**config.mk**
```make
export PLATFORM = sky130hd
export DESIGN_NAME = approx_error_sweeper
export DESIGN_NICKNAME = d
export VERILOG_FILES = /design/src/rtl/approx_error_sweeper.sv
export SDC_FILE = /design/constraint.sdc
export NUM_CORES = 1
export LEC_CHECK = 0
export ABC_AREA = 1
export CAP_MARGIN = 20
export CORE_ASPECT_RATIO = 2
export CORE_MARGIN = 2
export CORE_UTILIZATION = 35
export DETAILED_ROUTE_END_ITERATION = 8
export MAX_ROUTING_LAYER = met4
export PLACE_DENSITY = 0.59
export SLEW_MARGIN = 20
export SYNTH_ARGS = -nofsm -noshare
export SYNTH_HDL_FRONTEND = slang
export SYNTH_SLANG_ARGS = --single-unit
export TNS_END_PERCENT = 1
```
**constraint.sdc**
```tcl
create_clock -name clk -period 2.83 [get_ports clk]
set_clock_uncertainty 0.2 [all_clocks]
set_input_delay 0.283 -clock clk [delete_from_list [all_inputs] [get_ports clk]]
set_output_delay 0.283 -clock clk [all_outputs]
set_load 0.01 [all_outputs]
```
**src/rtl/approx_error_sweeper.sv**
```systemverilog
// Sweeps every input vector of an approximate circuit and accumulates error statistics
// against an exact model. Define ASW_ERR_SUM_EN to add the err_sum accumulator and port.
module approx_error_sweeper #(
    parameter int N_IN     = 4,
    parameter int APPROX_W = 2,
    parameter int EXACT_W  = 3,
    parameter int ET       = 5
) (
    input  logic                                                   clk,
    input  logic                                                   rst,
    input  logic                                                   start,
    output logic [N_IN-1:0]                                        vec,
    input  logic [APPROX_W-1:0]                                    approx_i,
    input  logic [EXACT_W-1:0]                                     exact_i,
    output logic                                                   busy,
    output logic                                                   done,
    output logic [((APPROX_W > EXACT_W) ? APPROX_W : EXACT_W)-1:0] max_err,
    output logic [N_IN-1:0]                                        worst_vec,
    output logic [N_IN:0]                                          err_count,
    output logic                                                   violation
`ifdef ASW_ERR_SUM_EN
    ,
    output logic [((APPROX_W > EXACT_W) ? APPROX_W : EXACT_W)+N_IN-1:0] err_sum
`endif
);

    localparam int W = (APPROX_W > EXACT_W) ? APPROX_W : EXACT_W;
    localparam logic [N_IN-1:0] VEC_LAST = '1;

    typedef enum logic [1:0] {
        IDLE  = 2'd0,
        SWEEP = 2'd1,
        DRAIN = 2'd2,
        DONE  = 2'd3
    } state_t;

    state_t state, state_next;

    // One-deep sample stage: the circuit output for vec is captured alongside vec itself.
    logic                s_valid;
    logic [N_IN-1:0]     s_vec;
    logic [APPROX_W-1:0] s_approx;
    logic [EXACT_W-1:0]  s_exact;

    logic [W-1:0] exact_z, approx_z, err;

    assign exact_z  = W'(s_exact);
    assign approx_z = W'(s_approx);
    assign err      = (exact_z >= approx_z) ? (exact_z - approx_z) : (approx_z - exact_z);

    always_ff @(posedge clk) begin
        if (rst) begin
            state <= IDLE;
        end else begin
            state <= state_next;
        end
    end

    always_comb begin
        state_next = state;
        busy       = 1'b0;
        done       = 1'b0;
        case (state)
            IDLE: begin
                if (start) state_next = SWEEP;
            end
            SWEEP: begin
                busy = 1'b1;
                if (vec == VEC_LAST) state_next = DRAIN;
            end
            DRAIN: begin
                busy       = 1'b1;
                state_next = DONE;
            end
            DONE: begin
                busy       = 1'b1;
                done       = 1'b1;
                state_next = IDLE;
            end
            default: state_next = IDLE;
        endcase
    end

    always_ff @(posedge clk) begin
        if (rst) begin
            vec       <= '0;
            s_valid   <= 1'b0;
            s_vec     <= '0;
            s_approx  <= '0;
            s_exact   <= '0;
            max_err   <= '0;
            worst_vec <= '0;
            err_count <= '0;
`ifdef ASW_ERR_SUM_EN
            err_sum   <= '0;
`endif
        end else begin
            s_valid <= (state == SWEEP);
            if (state == SWEEP) begin
                s_vec    <= vec;
                s_approx <= approx_i;
                s_exact  <= exact_i;
                vec      <= vec + N_IN'(1);
            end
            if (state == IDLE && start) begin
                vec       <= '0;
                max_err   <= '0;
                worst_vec <= '0;
                err_count <= '0;
`ifdef ASW_ERR_SUM_EN
                err_sum   <= '0;
`endif
            end else if (s_valid) begin
                // Strict compare keeps the earliest vector on ties.
                if (err > max_err) begin
                    max_err   <= err;
                    worst_vec <= s_vec;
                end
                if (err != '0) err_count <= err_count + (N_IN+1)'(1);
`ifdef ASW_ERR_SUM_EN
                err_sum <= err_sum + (W+N_IN)'(err);
`endif
            end
        end
    end

    assign violation = (int'(max_err) > ET);

endmodule

```
### Yosys cells after proc, flatten, opt, wreduce, memory -nomap -nowiden

Cells that the tools add are included.

* eq/ne operators: 6
* add/subtract/negate cells: 4
* reductions and logical operators: 8
* order comparisons: 3
* mux-type cells: 6

Operator list (number)
* $pmux W2 S4: 1
* $reduce_and A2 Y1: 3
* $add A5 B1 Y5 const B: 1
* $add A4 B1 Y4 const B: 1
* $eq A2 B2 Y1 const B: 2
* $eq A4 B4 Y1 const B: 1
* $mux W2: 2
* $ne A2 B2 Y1 const B: 2
* $ge A3 B2 Y1: 1
* $gt A3 B3 Y1: 1
* $gt A3 B3 Y1 const B: 1
* $mux W3: 1
* $reduce_bool A3 Y1: 1
* $reduce_or A3 Y1: 1
* $sub A2 B3 Y3: 1
* $sub A3 B2 Y3: 1
* $eq A2 B1 Y1 const B: 1
* $logic_not A2 Y1: 1
* $mux W1: 2
* $reduce_or A2 Y1: 1
* $logic_and A1 B1 Y1: 1

* register bits: 28
* input port bits: 8
* output and inout bits: 19

### Depth between registers and ports, before layout

Gate-level depths: netlist of run 1.

* depth in word-level cells: 4
* depth in mapped cells: 17
* mapped depth without buffers: 17

### Least setup slack after synthesis of run 1

OpenSTA, ideal clock, no wires.

* kind: register to register
* from: register s_approx[0]
* to: register max_err[0] (netlist name)
* slack: 0.294 ns
* required time: 2.506 ns
* buffers on the path: 0
* clock period less this slack: 2.536 ns
* data arrival time: 2.212 ns
* cell stages (with the launch flop): 18
* setup time: 0.124 ns
* cells stage by stage: dfxtp_1 inv_1 ha_1 inv_1 fa_1 inv_1 nand2_1 nand2_1 nand3_1 nand2_2 inv_1 ha_1 a21oi_1 o21ai_0 nand3_1 inv_1 o21ai_0 a21oi_1

* cells in the longest elaborated chain, start to end: 4
* elaborated cells on any way between the ends: 6
* those cells by class: 2 x add/sub; 2 x order compare; 1 x mux; 1 x reduce/logical

Ends and longest elaborated chain
* start, declared: RTL line 42 `logic [APPROX_W-1:0] s_approx;`
* start signal, assigned: RTL line 101 `s_approx <= approx_i;`
* $sub A2 B3 Y3 (tied with other cells): RTL line 49 `assign err = (exact_z >= approx_z) ? (exact_z - approx_z) : (approx_z - exact_z);`
* $mux W3 *: RTL line 49
* net err[2]: RTL line 45 `logic [W-1:0] exact_z, approx_z, err;`
* $gt A3 B3 Y1 *: RTL line 115 `if (err > max_err) begin`
* $reduce_and A2 Y1 (no source line) *
* end signal, assigned: RTL line 116 `max_err <= err;`
* end, declared: RTL line 17 `output logic [((APPROX_W > EXACT_W) ? APPROX_W : EXACT_W)-1:0] max_err,`

Mark *: on every way through the listed nets, which the timed path passes. The rest lies on a longest branch.
A chain may end at the register's enable or synchronous reset.

### Worst setup path after layout of run 1

* from: register s_approx[0]
* to: register max_err[2] (netlist name)

* cells in the longest elaborated chain, start to end: 4
* elaborated cells on any way between the ends: 6
* those cells by class: 2 x add/sub; 2 x order compare; 1 x mux; 1 x reduce/logical

Ends and longest elaborated chain (RTL line)
* $sub A2 B3 Y3 (tied with other cells): 49
* $mux W3 *: 49
* net err[2]: 45
* $gt A3 B3 Y1: 115
* $reduce_and A2 Y1 (no source line)

Marks and branches as above.

==> run metrics, run 1 <==
Max Root-Sink Buffers 2; I/O pin count 27; DR WL met3 62 um; M1 WL 1.16 mm; largest cells by area after synthesis dfxtp_1 (40%), ha_1 (12%), a21oi_1 (9.3%); Clk pwr share 12.6%; post-route cell area around 1800 um2; Slew @ Worst Pin approximately 0.34 ns; routed wire length between 2 and 3 mm; first-pass GRT wire length approximately 4.8 mm; Worst-Skew Late Latency 0.27 ns; top cell types by occurrence after synthesis dfxtp_1 (28), inv_1 (27), a21oi_1 (26); initial antenna violation count 0; share of cells above drive strength 1 between 8 and 9%; cell count after synthesis roughly 170; clk slew on worst S/H paths 0.09 ns; Peak Freq about 380 MHz; largest net degree at the start of global routing 20; Sw Pwr 0.000858 W; syn_nets 197; Die Area 4530 um2; Slew Limit Fails 0; Fin. Hold Viols 0; Synth Area in Compound Gates 16.6%; slowest stage cell on the critical path fa_1; Internal 0.00109 W; Area after DPL 1710 um2; number of port buffers 26; CP Data Required Time 2.83 ns; HPWL Detailed approximately 2.2 mm; most used cell, CP inv_1; WL met2 1.60 mm; First-pass DRT Iterations 5; status finished clean; Die Wd 48.6 um; Leak Pwr between 0.7 and 0.8 nW; TNS Setup 0 ns; RePlAce Congestion 0.871; CP Cell Sequence inv_1 -> ha_1 -> inv_1 -> fa_1 -> inv_1 -> nand2_1 -> nand2_1 -> nand3_1 -> nand2_2 -> inv_1 -> ha_4 -> nand2_1 -> o21ai_1 -> nand3_2 -> buf_4 -> a21oi_1; Max Cap Violations 0; Startpoint Class register; Highest Signal Layer met4; global route overflow 0; area share of and/or/nand/nor cells after synthesis 17.0%; adder-cell share of the synthesized area around 15%; Synth async-reset ratio 0%; Sink Count 28; count of cell types in the netlist 22; CP Class register to register; GRT Util Overall 13.5%; Final period util 93.3%; final setup violating endpoints 0; main combinational cell family by area after synthesis simple AND/OR/NAND/NOR gates; H-tree levels 1; #FFs+latches synth 28; Critical Path Sink Type register; area leader, netlist dfxtp_1; launch point of the worst reg-to-reg path s_approx[0]$_SDFFE_PP0P_; number of buffers created by CTS 3; Combinational Power Share 57.9%; Power Density 1090 nW/um2; crit path from s_approx[0]$_SDFFE_PP0P_; Starting Density 36.2%; Syn. warnings 0; Syn Std Cell Area 1390 um2; EDFF count, synth 0; synthesis-to-finish area growth 28.8%; Max VDD drop 490 uV; Root Buffer Master clkbuf_8; crit-path max FO 6; Synth top area share 40.3%; ANT cells 0; Worst slew margin just under 80%; Routed WL per cell 11.3 um; CTS tree yes; most numerous cell in the Yosys netlist dfxtp_1; total number of vias 1203; Chip Height 93.2 um; DRC viols 0; Reg power frac 29.6%; fill count 422; Nets 227; Hold Startpoint s_vec[0]$_SDFFE_PP0P_; Switching Share around 44%; Hold Buf Count CTS 0; Avg Inst Size Synth about 8 um2; mux cell area share after synthesis 0%; register area share after synthesis 40.3%; DR iter-0 viols 7; Arrival @ worst endpoint between 2 and 3 ns; fin crit period between 2 and 3 ns; worst min path class register to register; max incr delay on CP 0.38 ns; Row Count 32; ys flop type dfxtp_1; vias in the first global route 1173; Final ANT Viol Nets 0; XOR/XNOR Fraction of Synth Area 2.52%; core area 3840 um2; via/cell ratio 4.74
==> cells by family after synthesis <==
family                   after synthesis
AND/OR/NAND/NOR                       49
AO/OA/AOI/OAI                         46
buffers and inverters                 32
flip-flops                            28
adder cells (fa/ha/maj)               15
XOR/XNOR                               4
==> critical path: cells and delay by family, from the launching register on <==
| family | cells | cell delay [ns] |
|---|---|---|
| DFF | 1 | 0.33 |
| AOI/OAI and AO/OA | 2 | 0.27 |
| buffers and inverters | 5 | 0.46 |
| adders and majority gates | 3 | 0.81 |
| and+or+nand+nor | 6 | 0.50 |
==> worst paths after layout <==
check	endpoint	slack [ns]	depth (start not counted)
setup reg to reg	max_err[2]$_SDFFE_PP0P_	0.19	16
hold / removal	s_vec[0]$_SDFFE_PP0P_	0.27	2
hold reg to reg	s_vec[0]$_SDFFE_PP0P_	0.27	2
setup / recovery	max_err[2]$_SDFFE_PP0P_	0.19	16
==> power groups by stage <==
stage / Clock [W] / Sequential, W / Combinational [W]
floorplan: 0 / 0.000580 / 0.000744
global placement: 0 / 0.000581 / 0.000987
detailed placement: 0 / 0.000585 / 0.00104
CTS: 0.000251 / 0.000576 / 0.00104
global route: 0.000267 / 0.000592 / 0.00127
finish: 0.000245 / 0.000577 / 0.00113
==> final cells by class <==
cell class              count  area, um2  area share [%]
multi-input cells         114        723            40.3
flip-flops and latches     28        562            31.3
repair buffers             29        283            15.8
inverters                  28        108            6.00
well taps                  51       63.8            3.56
clock buffers               4       55.1            3.07
==> routing by layer <==
layer / up-vias / track usage [%]
met5: - / -
met4: 0 / 6.19
met3: 4 / 1.60
met2: 20 / 25.7
met1: 553 / 13.2
li1: 626 / -
==> registers in the layout, summed over array words and instances (netlist names) <==
register,cells
vec,4
exact_z,3
err_count,5
s_approx,2
s_vec,4
state,2
max_err,3
s_valid,1
worst_vec,4
==> cell usage in the layout (no fill, tap or decap) <==
cell,instances
a21oi_1,26
buf_4,3
clkbuf_8,4
clkdlybuf4s50_1,26
dfxtp_1,27
dfxtp_2,1
fa_1,2
ha_1,12
ha_4,1
inv_1,26
inv_2,1
inv_4,1
nand2_1,19
nand2_2,4
nand2_4,1
nand3_1,10
nand3_2,1
nand3_4,1
nand4_1,1
nor2_1,8
nor3_1,4
o21ai_0,16
o21ai_1,3
o22ai_1,1
xnor2_1,2
xor2_1,2
==> timing repair <==
item                                   4_1_cts  5_1_grt
setup buffers                                0        1
resized for setup                            1        6
setup endpoints to repair                    2        7
endpoints found under the hold margin        0        0
pin swaps                                    1        3
==> metrics by stage <==
step	setup slack, ns	std cells	utilization [%]	total power, W	hold slack [ns]
2_1_floorplan	0.294	174	-	0.00132	0.152
3_3_place_gp	0.116	249	44.5	0.00157	0.256
3_5_place_dp	-0.00454	249	44.5	0.00162	0.254
4_1_cts	0.0161	253	45.9	0.00187	0.269
5_1_grt	-0.0132	254	46.7	0.00213	0.305
6_report	0.189	254	46.7	0.00195	0.273
No activity file was read; power rests on OpenSTA's default activity.
==> inputs of run 2 (changes only) <==
--- a/config.mk
+++ b/config.mk
@@ -12,7 +12,8 @@
 export CORE_UTILIZATION = 35
 export DETAILED_ROUTE_END_ITERATION = 8
 export MAX_ROUTING_LAYER = met4
-export PLACE_DENSITY = 0.59
+export PLACE_DENSITY = 0.66
+export SKIP_LAST_GASP = 1
 export SLEW_MARGIN = 20
 export SYNTH_ARGS = -nofsm -noshare
 export SYNTH_HDL_FRONTEND = slang
==> run 2 against run 1 <==
Net effect:
- power up 2.2%
- largest cell class unchanged
- first-iteration DRC count rose to 3.1 times the previous value
- non-clock buffer count unchanged
- maximum frequency up 0.87%
- combinational power about the same
- setup slack better by 0.023 ns
- wire length down 2.6%
- final area up 0.84%
- die area unchanged
- critical path type unchanged
- hold slack worse by 0.00077 ns
==> run metrics, run 2 (same netlist as run 1, synthesis figures left out) <==
I/O pin count 27 (unchanged); Die Area 4530 um2 (unchanged); Final period util 92.5% (-0.81 points); dpl ws 0.0494 ns (+0.0539 ns); Chip Height 93.2 um (unchanged); post-route cell area 1810 um2 (+0.84%); worst setup margin 0.212 ns (+0.0229 ns); Final ANT Viol Nets 0 (unchanged); Power Density 1100 nW/um2 (+1.4%); Highest Signal Layer met4; synthesis-to-finish area growth 29.9%; status finished clean; Util after Layout 47.1% (+0.39 points); Critical Path Sink Type register; final setup violating endpoints 0 (unchanged); R2R setup slack 0.21 ns (+0.02 ns); RePlAce Congestion 0.812 (-6.7%); Root Buffer Master clkbuf_8; first-pass GRT wire length 4.71 mm (-2.0%); Max Cap Violations 0 (unchanged); Slew Limit Fails 0 (unchanged); core area 3840 um2 (unchanged); total number of vias 1208 (+0.42%); DR iter-0 viols 22 (+15); worst min path class register to register; initial antenna violation count 0 (unchanged); DR WL met3 85 um (+37%); Worst-Skew Late Latency 0.27 ns (about the same); fin crit period 2.62 ns (-0.0229 ns); Nets 227 (unchanged); Peak Freq 382 MHz (+0.87%); Placed Instances 249 (unchanged); Routed WL per cell 11.0 um (-2.6%); max reg flops 5 (unchanged); Largest Register err_count; Die Wd 48.6 um (unchanged); Fin. Hold Viols 0 (unchanged); Leak Pwr 0.733 nW (+0.92%); H-tree levels 1 (unchanged); hold_ws 0.272 ns (-0.000767 ns); Worst slew margin 77.2% (about the same); largest net degree at the start of global routing 20 (unchanged); WL met2 1.59 mm (-0.63%); CP Data Required Time 2.84 ns (about the same); number of buffers created by CTS 3 (unchanged); GRT Util Overall 13.7% (+0.26 points); DRC viols 0 (unchanged); Arrival @ worst endpoint 2.63 ns (-0.02 ns); number of port buffers 26 (unchanged); most frequent cells in the layout dfxtp_1 (28), inv_1 (26), a21oi_1 (26), clkdlybuf4s50_1 (26), nand2_1 (19); Slew @ Worst Pin 0.341 ns (-0.000618 ns); M1 WL 1.06 mm (-8.1%); CP Class register to register; First-pass DRT Iterations 4 (-1); crit-path max FO 8 (+2); count of non-filler cells in the finished layout 254 (unchanged); CTS tree yes; most common cell after layout, fill and taps aside dfxtp_1; Max VDD drop 499 uV (+1.9%); Sink Count 28 (unchanged); Area after DPL 1710 um2 (unchanged); Max Root-Sink Buffers 2 (unchanged); Startpoint Class register; clk slew on worst S/H paths 0.10 ns (about the same); share of cells above drive strength 1 8.37% (-0.49 points); Starting Density 36.2% (unchanged); ANT cells 0 (unchanged); vias in the first global route 1187 (+1.2%); Row Count 32 (unchanged); HPWL Detailed 2.22 mm (-0.26%); global route overflow 0 (unchanged); via/cell ratio 4.76 (+0.42%); routed wire length 2.79 mm (-2.6%)
-- run 2: through the flow --
| stage | power [W] | TNS [ns] |
|---|---|---|
| 2_1_floorplan | 0.00132 | 0 |
| 3_3_place_gp | 0.00159 | 0 |
| 3_5_place_dp | 0.00162 | 0 |
| 4_1_cts | 0.00194 | 0 |
| 5_1_grt | 0.00218 | -0.00321 |
| 6_report | 0.00199 | 0 |
-- run 2: power by group --
group          internal [W]  total [W]  switching [W]
logic              0.000458    0.00110       0.000644
registers          0.000496   0.000577      0.0000807
clock network      0.000189   0.000314       0.000125
-- run 2: worst paths after layout --
| kind | startpoint | endpoint | depth (start not counted) |
|---|---|---|---|
| worst max-delay path | s_approx[0]$_SDFFE_PP0P_ | worst_vec[3]$_SDFFE_PP0P_ | 17 |
| worst min-delay path | s_vec[0]$_SDFFE_PP0P_ | s_vec[0]$_SDFFE_PP0P_ | 2 |
| worst max register to register | s_approx[0]$_SDFFE_PP0P_ | worst_vec[3]$_SDFFE_PP0P_ | 17 |
| worst min register to register | s_vec[0]$_SDFFE_PP0P_ | s_vec[0]$_SDFFE_PP0P_ | 2 |
-- run 2: final cells by class --
type | count | area, um2
multi-input cells | 114 | 723
inverters | 28 | 108
clock buffers | 3 | 41.3
well taps | 51 | 63.8
fillers | 418 | 2030
repair buffers | 29 | 283
clock inverters | 1 | 30.0
flip-flops and latches | 28 | 561
-- run 2: critical path: stages, from the launching register on --
cell,delay [ns]
dfxtp_1,0.32
inv_1,0.07
ha_1,0.14
inv_1,0.05
fa_1,0.39
inv_1,0.07
nand2_1,0.04
nand2_1,0.06
nand3_1,0.07
nand2_2,0.11
inv_1,0.08
ha_4,0.28
nand2_1,0.05
o21ai_1,0.14
nand3_2,0.17
inv_4,0.13
o21ai_0,0.08
a21oi_1,0.11
-- run 2: metal layers --
| metal | track usage [%] | vias to the layer above |
|---|---|---|
| li1 | - | 626 |
| met1 | 12.4 | 557 |
| met2 | 26.7 | 21 |
| met3 | 1.44 | 4 |
| met4 | 8.10 | 0 |
| met5 | - | - |
-- run 2: timing repair --
| action | 4_1_cts | 5_1_grt |
|---|---|---|
| hold endpoints to repair | 0 | 0 |
| hold buffers | 0 | 0 |
| resized for setup | 0 | 6 |
| buffers inserted | 0 | 1 |
| setup endpoints to repair | 0 | 7 |
